==> config.mk <==
export PLATFORM = sky130hd
export DESIGN_NAME = ir_frame_decoder
export DESIGN_NICKNAME = d
export VERILOG_FILES = /design/src/rtl/ir_pkg.sv /design/src/rtl/ir_bit_sampler.sv /design/src/rtl/ir_frame_decoder.sv
export SDC_FILE = /design/constraint.sdc
export NUM_CORES = 1
export LEC_CHECK = 0
export BUFFER_PORTS_ARGS = -buffer_cell sky130_fd_sc_hd__buf_2
export CORE_ASPECT_RATIO = 1.2
export CORE_MARGIN = 1
export CORE_UTILIZATION = 50
export CTS_CLUSTER_DIAMETER = 120
export DETAILED_ROUTE_END_ITERATION = 7
export PLACE_DENSITY = 0.79
export REMOVE_ABC_BUFFERS = 1
export SLEW_MARGIN = 15
export SYNTH_ARGS = -nofsm -noshare
export SYNTH_HDL_FRONTEND = slang
export SYNTH_HIERARCHICAL = 1
export SYNTH_SLANG_ARGS = --single-unit
==> constraint.sdc <==
create_clock -name clk -period 5.9 [get_ports clk]
set_input_delay 0.59 -clock clk [delete_from_list [all_inputs] [get_ports clk]]
set_output_delay 0.59 -clock clk [all_outputs]
set_load 0.005 [all_outputs]
==> src/rtl/ir_pkg.sv <==
// ---------------------------------------------------------------------------
// ir_pkg
// Shared definitions for the IR frame decoder:
//   - ir_state_t : decoder FSM states
//   - ERR_*      : err_code values reported on a rejected frame
//   - clog2()    : ceiling log2, used to size counters from parameters
// ---------------------------------------------------------------------------
package ir_pkg;

  typedef enum logic [2:0] {
    ST_IDLE,
    ST_START,
    ST_CUSTOM,
    ST_DATA,
    ST_DATA_INV,
    ST_STOP,
    ST_GAP
  } ir_state_t;

  localparam logic [1:0] ERR_NONE   = 2'd0;
  localparam logic [1:0] ERR_INV    = 2'd1;
  localparam logic [1:0] ERR_REJECT = 2'd2;
  localparam logic [1:0] ERR_STOP   = 2'd3;

  // Smallest r with 2**r >= value (value >= 2 everywhere it is used).
  function automatic int clog2(input int value);
    int r;
    r = 0;
    for (int i = 0; i < 31; i++) begin
      if ((1 << i) < value) r = i + 1;
    end
    return r;
  endfunction

endpackage

==> src/rtl/ir_bit_sampler.sv <==
// ---------------------------------------------------------------------------
// ir_bit_sampler
// Synchronises the raw IR line and generates the bit-timing strobes used by
// the frame FSM.
//   clk, rst       : clock, asynchronous active-high reset
//   serial         : raw IR line (idle high, asynchronous to clk)
//   start_phase    : FSM is confirming a start bit
//   bit_phase      : FSM is receiving field or stop bits
//   s              : synchronised line value
//   start_ok       : start bit still low at its half-bit check point
//   start_glitch   : line back high at the half-bit check point
//   sample_strobe  : mid-bit sample point during bit_phase
// ---------------------------------------------------------------------------
module ir_bit_sampler
  import ir_pkg::*;
#(
  parameter int CLKS_PER_BIT = 4
) (
  input  logic clk,
  input  logic rst,
  input  logic serial,
  input  logic start_phase,
  input  logic bit_phase,
  output logic s,
  output logic start_ok,
  output logic start_glitch,
  output logic sample_strobe
);

  localparam int CW   = clog2(CLKS_PER_BIT);
  localparam int HALF = CLKS_PER_BIT / 2;
  localparam logic [CW-1:0] LAST_CNT = CW'(CLKS_PER_BIT - 1);
  localparam logic [CW-1:0] HALF_CNT = CW'(HALF - 1);

  logic [1:0]    sync_reg;
  logic [CW-1:0] cnt_reg;

  // Synchroniser flops come out of reset at the idle line level so that
  // reset release never looks like a falling edge.
  always_ff @(posedge clk or posedge rst) begin
    if (rst) begin
      sync_reg <= 2'b11;
    end else begin
      sync_reg <= {sync_reg[0], serial};
    end
  end

  assign s = sync_reg[1];

  // The counter is held at zero outside the start/bit phases, so every
  // phase begins counting from 0. After the half-bit start check it wraps
  // to 0, which places each later wrap at the centre of a bit.
  always_ff @(posedge clk or posedge rst) begin
    if (rst) begin
      cnt_reg <= '0;
    end else if (bit_phase) begin
      cnt_reg <= (cnt_reg == LAST_CNT) ? '0 : cnt_reg + CW'(1);
    end else if (start_phase) begin
      cnt_reg <= (cnt_reg == HALF_CNT) ? '0 : cnt_reg + CW'(1);
    end else begin
      cnt_reg <= '0;
    end
  end

  assign start_ok      = start_phase && (cnt_reg == HALF_CNT) && !s;
  assign start_glitch  = start_phase && (cnt_reg == HALF_CNT) &&  s;
  assign sample_strobe = bit_phase   && (cnt_reg == LAST_CNT);

endmodule

==> src/rtl/ir_frame_decoder.sv <==
// ---------------------------------------------------------------------------
// ir_frame_decoder
// Decodes start / custom / data / inverted-data / stop IR frames (MSB first,
// oversampled) and presents the key on a valid/ack handshake.
//   clk, rst  : clock, asynchronous active-high reset
//   serial    : raw IR line, idle high
//   ack       : consumer takes the key (only meaningful while valid=1)
//   key       : decoded data field, all ones when empty
//   custom    : custom field of the frame held in key
//   valid     : key/custom hold an unaccepted frame
//   overrun   : sticky, a good frame was dropped while valid=1
//   err       : one-cycle pulse on a rejected frame
//   err_code  : cause of the last rejection (see ERR_* in ir_pkg)
// Field widths must be at least 2 bits.
// ---------------------------------------------------------------------------
module ir_frame_decoder
  import ir_pkg::*;
#(
  parameter int                  CUSTOM_W     = 16,
  parameter int                  DATA_W       = 8,
  parameter int                  CLKS_PER_BIT = 4,
  parameter int                  CHECK_CUSTOM = 0,
  parameter logic [CUSTOM_W-1:0] CUSTOM_CODE  = '0,
  parameter int                  KEY_MAX      = 2**DATA_W - 1,
  parameter int                  GAP_BITS     = 3
) (
  input  logic                clk,
  input  logic                rst,
  input  logic                serial,
  input  logic                ack,
  output logic [DATA_W-1:0]   key,
  output logic [CUSTOM_W-1:0] custom,
  output logic                valid,
  output logic                overrun,
  output logic                err,
  output logic [1:0]          err_code
);

  localparam int MAX_W   = (CUSTOM_W > DATA_W) ? CUSTOM_W : DATA_W;
  localparam int BW      = clog2(MAX_W + 1);
  localparam int GAP_LEN = GAP_BITS * CLKS_PER_BIT;
  localparam int GW      = clog2(GAP_LEN + 1);
  localparam logic [BW-1:0] CUSTOM_LAST = BW'(CUSTOM_W - 1);
  localparam logic [BW-1:0] DATA_LAST   = BW'(DATA_W - 1);
  localparam logic [GW-1:0] GAP_LAST    = GW'(GAP_LEN - 1);

  ir_state_t state_reg, state_next;

  logic [BW-1:0]       bit_cnt_reg;
  logic [GW-1:0]       gap_cnt_reg;
  logic [CUSTOM_W-1:0] custom_sr_reg;
  logic [DATA_W-1:0]   data_sr_reg;
  logic [DATA_W-1:0]   inv_sr_reg;

  logic [DATA_W-1:0]   key_reg;
  logic [CUSTOM_W-1:0] custom_reg;
  logic                valid_reg;
  logic                overrun_reg;
  logic                err_reg;
  logic [1:0]          err_code_reg;

  logic s, start_ok, start_glitch, sample_strobe;
  logic start_phase, bit_phase;
  logic field_last, frame_done, key_too_big;
  logic [1:0] frame_code;

  assign start_phase = (state_reg == ST_START);
  assign bit_phase   = (state_reg == ST_CUSTOM) || (state_reg == ST_DATA) ||
                       (state_reg == ST_DATA_INV) || (state_reg == ST_STOP);

  ir_bit_sampler #(
    .CLKS_PER_BIT (CLKS_PER_BIT)
  ) u_sampler (
    .clk           (clk),
    .rst           (rst),
    .serial        (serial),
    .start_phase   (start_phase),
    .bit_phase     (bit_phase),
    .s             (s),
    .start_ok      (start_ok),
    .start_glitch  (start_glitch),
    .sample_strobe (sample_strobe)
  );

  // Last bit of the field currently being shifted in.
  always_comb begin
    field_last = 1'b0;
    case (state_reg)
      ST_CUSTOM:   field_last = (bit_cnt_reg == CUSTOM_LAST);
      ST_DATA,
      ST_DATA_INV: field_last = (bit_cnt_reg == DATA_LAST);
      default:     field_last = 1'b0;
    endcase
  end

  always_ff @(posedge clk or posedge rst) begin
    if (rst) begin
      state_reg <= ST_IDLE;
    end else begin
      state_reg <= state_next;
    end
  end

  always_comb begin
    state_next = state_reg;
    case (state_reg)
      ST_IDLE:     if (!s) state_next = ST_START;
      ST_START: begin
        if (start_ok)          state_next = ST_CUSTOM;
        else if (start_glitch) state_next = ST_IDLE;
      end
      ST_CUSTOM:   if (sample_strobe && field_last) state_next = ST_DATA;
      ST_DATA:     if (sample_strobe && field_last) state_next = ST_DATA_INV;
      ST_DATA_INV: if (sample_strobe && field_last) state_next = ST_STOP;
      ST_STOP:     if (sample_strobe) state_next = ST_GAP;
      // Re-arm only after an unbroken run of idle-high line.
      ST_GAP:      if (s && (gap_cnt_reg == GAP_LAST)) state_next = ST_IDLE;
      default:     state_next = ST_IDLE;
    endcase
  end

  // Bit counter, gap counter and field shift registers.
  always_ff @(posedge clk or posedge rst) begin
    if (rst) begin
      bit_cnt_reg   <= '0;
      gap_cnt_reg   <= '0;
      custom_sr_reg <= '0;
      data_sr_reg   <= '0;
      inv_sr_reg    <= '0;
    end else begin
      gap_cnt_reg <= '0;
      case (state_reg)
        ST_CUSTOM, ST_DATA, ST_DATA_INV: begin
          if (sample_strobe) begin
            bit_cnt_reg <= field_last ? '0 : bit_cnt_reg + BW'(1);
            if (state_reg == ST_CUSTOM)
              custom_sr_reg <= {custom_sr_reg[CUSTOM_W-2:0], s};
            else if (state_reg == ST_DATA)
              data_sr_reg <= {data_sr_reg[DATA_W-2:0], s};
            else
              inv_sr_reg <= {inv_sr_reg[DATA_W-2:0], s};
          end
        end
        ST_STOP: ;
        ST_GAP:  gap_cnt_reg <= s ? gap_cnt_reg + GW'(1) : '0;
        default: bit_cnt_reg <= '0;
      endcase
    end
  end

  // Frame verdict at the stop-bit sample, highest-priority cause first.
  assign frame_done  = (state_reg == ST_STOP) && sample_strobe;
  assign key_too_big = 32'(data_sr_reg) > KEY_MAX;

  always_comb begin
    frame_code = ERR_NONE;
    if (!s)
      frame_code = ERR_STOP;
    else if ((data_sr_reg ^ inv_sr_reg) != {DATA_W{1'b1}})
      frame_code = ERR_INV;
    else if (((CHECK_CUSTOM != 0) && (custom_sr_reg != CUSTOM_CODE)) || key_too_big)
      frame_code = ERR_REJECT;
  end

  // Output holding registers and handshake. A good frame arriving together
  // with ack replaces the accepted key directly, so valid never drops.
  always_ff @(posedge clk or posedge rst) begin
    if (rst) begin
      key_reg      <= '1;
      custom_reg   <= '0;
      valid_reg    <= 1'b0;
      overrun_reg  <= 1'b0;
      err_reg      <= 1'b0;
      err_code_reg <= ERR_NONE;
    end else begin
      err_reg <= 1'b0;
      if (valid_reg && ack) begin
        valid_reg   <= 1'b0;
        key_reg     <= '1;
        overrun_reg <= 1'b0;
      end
      if (frame_done) begin
        if (frame_code != ERR_NONE) begin
          err_reg      <= 1'b1;
          err_code_reg <= frame_code;
        end else if (!valid_reg || ack) begin
          key_reg    <= data_sr_reg;
          custom_reg <= custom_sr_reg;
          valid_reg  <= 1'b1;
        end else begin
          overrun_reg <= 1'b1;
        end
      end
    end
  end

  assign key      = key_reg;
  assign custom   = custom_reg;
  assign valid    = valid_reg;
  assign overrun  = overrun_reg;
  assign err      = err_reg;
  assign err_code = err_code_reg;

endmodule

==> results.sh <==
export IMPL_tns_ps=0
export IMPL_rsz0062_at_grt="no"
export IMPL_postPlaceCellArea_um2=3650
export IMPL_layout_drive_gt1_share=0.387
export IMPL_final_core_util=0.589
export IMPL_final_nets=304
export IMPL_port_buffer_count=32
export IMPL_wl_met2_um=2800
export IMPL_drtAntennaViolNets=0
export IMPL_status="complete, no violations"
export IMPL_final_cell_mix="dfrtp_1, mux2_2, buf_2, nand2_1, mux2_4"
export IMPL_htree_levels=3
export IMPL_die_h_um=92.8
export IMPL_clock_sinks=77
export IMPL_ys_warn_count=6
export IMPL_setup_viol=0
export IMPL_wire_per_inst_um=14.8
export IMPL_async_flop_share=1.00
export IMPL_postCtsSetupBuffers=0
export IMPL_synth_cell_types=52
export IMPL_cts_hold_buf=0
export IMPL_avgSynthCellArea_um2=13.2
export IMPL_whs_ps=118
export IMPL_synth_cells=261
export IMPL_initial_utilization=0.526
export IMPL_synth_enable_flop_cells=0
export IMPL_dp_hpwl_um=3840
export IMPL_relSlewSlack=0.414
export IMPL_place_congestion=0.795
export IMPL_fin_skew_ps=12.5
export IMPL_fmax_ghz=0.354
export IMPL_cts_buffers=9
export IMPL_core_rowCount=32
export IMPL_wl_met3_um=202
export IMPL_path_class="register to register"
export IMPL_slew_violations=0
export IMPL_cap_viol_max_count=0
export IMPL_power_density_nw_per_um2=355
export IMPL_viasPerCell=5.49
export IMPL_clk_latency_ps=360
export IMPL_antenna_found_initial=0
export IMPL_fin_crit_sh=0.479
export IMPL_fillers=514
export IMPL_worst_slew_pin_transition_ps=879
export IMPL_vias=2114
export IMPL_ir_drop_uv=210
export IMPL_cp_required_ps=6140
export IMPL_ys_ff_latch=77
export IMPL_ys_seq_area_frac=0.564
export IMPL_arrival_ps=3070
export IMPL_drcViolationCount=0
export IMPL_cts_resized=0
export IMPL_place_worst_setup_slack_ps=3020
export IMPL_dp_cells=369
export IMPL_grt_total_usage=0.183
export IMPL_clockRootBuffer="clkbuf_8"
export IMPL_leakage_nw=1.93
export IMPL_diodes=0
export IMPL_core_area_um2=6530
export IMPL_grt_ovfl_total=0
export IMPL_grt_pass1_wl_um=9910
export IMPL_stdcell_count=385
export IMPL_final_area_um2=3840
export IMPL_wl_um=5700
export IMPL_die_width_um=77.7
export IMPL_worst_slack_ps=3070
export IMPL_wl_met1_um=2600
export IMPL_p_total_mw=1.36
export IMPL_drtIter0Drc=148
export IMPL_grt_pass1_vias=2090
export IMPL_clk_path_buf_depth=2
export IMPL_yosys_most_used_dff="dfrtp_1"
export IMPL_hold_viol_final=0
export IMPL_clkTransAtPathRegs_ps=80
export IMPL_final_common_cell="dfrtp_1"
export IMPL_period_needed_ps=2830
export IMPL_start_kind="register"
export IMPL_end_kind="register"
export IMPL_syn2layout_area_growth_pct=11.9
export IMPL_top_layer="met4"
export IMPL_critPathMaxFanout=24
export IMPL_grt_max_degree=74
export IMPL_syn_area_um2=3440
export IMPL_cts_tree="done"
export IMPL_drt_pass1_iterations=4
export IMPL_worstHoldPathType="input pin to asynchronous set/reset pin"
export IMPL_pin_count=33
export IMPL_die_area_um2=7210
-- cells in the mapped netlist, types with 3 or more instances --
cell type | instances | area share
a21oi_1 | 7 | 0.010
and3_1 | 3 | 0.0055
buf_2 | 5 | 0.0073
dfrtp_1 | 67 | 0.49
dfstp_2 | 10 | 0.076
ha_1 | 5 | 0.018
inv_1 | 9 | 0.0098
mux2_2 | 36 | 0.12
mux2_4 | 12 | 0.052
nand2_1 | 12 | 0.013
nand2b_1 | 6 | 0.011
nand3_1 | 7 | 0.010
nor2_1 | 9 | 0.0098
nor3_1 | 3 | 0.0044
o21ai_0 | 10 | 0.015
o22a_1 | 8 | 0.020
o22ai_1 | 3 | 0.0055
xor2_1 | 7 | 0.018
-- power by group --
group	switching (mW)	internal (mW)
registers	0.103	0.620
logic	0.114	0.134
clock network	0.196	0.196
-- cells by family after synthesis --
kind of cell | Yosys count | share of synthesized area
flops | 77 | 0.564
buf+inv | 19 | 0.0280
fa+ha+maj | 5 | 0.0182
xor+xnor | 8 | 0.0204
simple gates | 59 | 0.104
mux | 50 | 0.176
compound gates | 43 | 0.0885
-- final timing paths --
| kind | cells after the start | slack (ps) | endpoint | startpoint |
|---|---|---|---|---|
| max in group asynchronous | 3 | 4830 | bit_cnt_reg[3] | rst |
| worst max-delay path | 6 | 3070 | custom[8] | state_reg[2] |
| worst min-delay path | 2 | 120 | u_sampler/cnt_reg[0] | rst |
| worst min register to register | 0 | 360 | u_sampler/sync_reg[1] | u_sampler/sync_reg[0] |
| min in group clk | 1 | 330 | u_sampler/sync_reg[0] | serial |
| worst max register to register | 6 | 3070 | custom[8] | state_reg[2] |
-- layout make-up --
class                   instances  area (um2)  share of cell area
well taps                      85         106              0.0277
clock buffers                  10         128              0.0332
inverters                       9        33.8             0.00879
clock inverters                 6        62.6              0.0163
repair buffers                 33         168              0.0436
flip-flops and latches         77        1940               0.505
multi-input cells             165        1410               0.366
-- critical path, stage by stage, from the launching register on --
cell	delay [ps]
dfrtp_1	690
xor2_1	310
and2_1	370
nor2b_1	220
and3_1	240
nand4_4	420
mux2_4	460
-- metal layers --
layer	track usage	vias up
li1	-	1017
met3	0.0562	8
met1	0.232	1059
met4	0.0770	0
met5	0	-
met2	0.288	30
No activity file was read; power rests on OpenSTA's default activity.
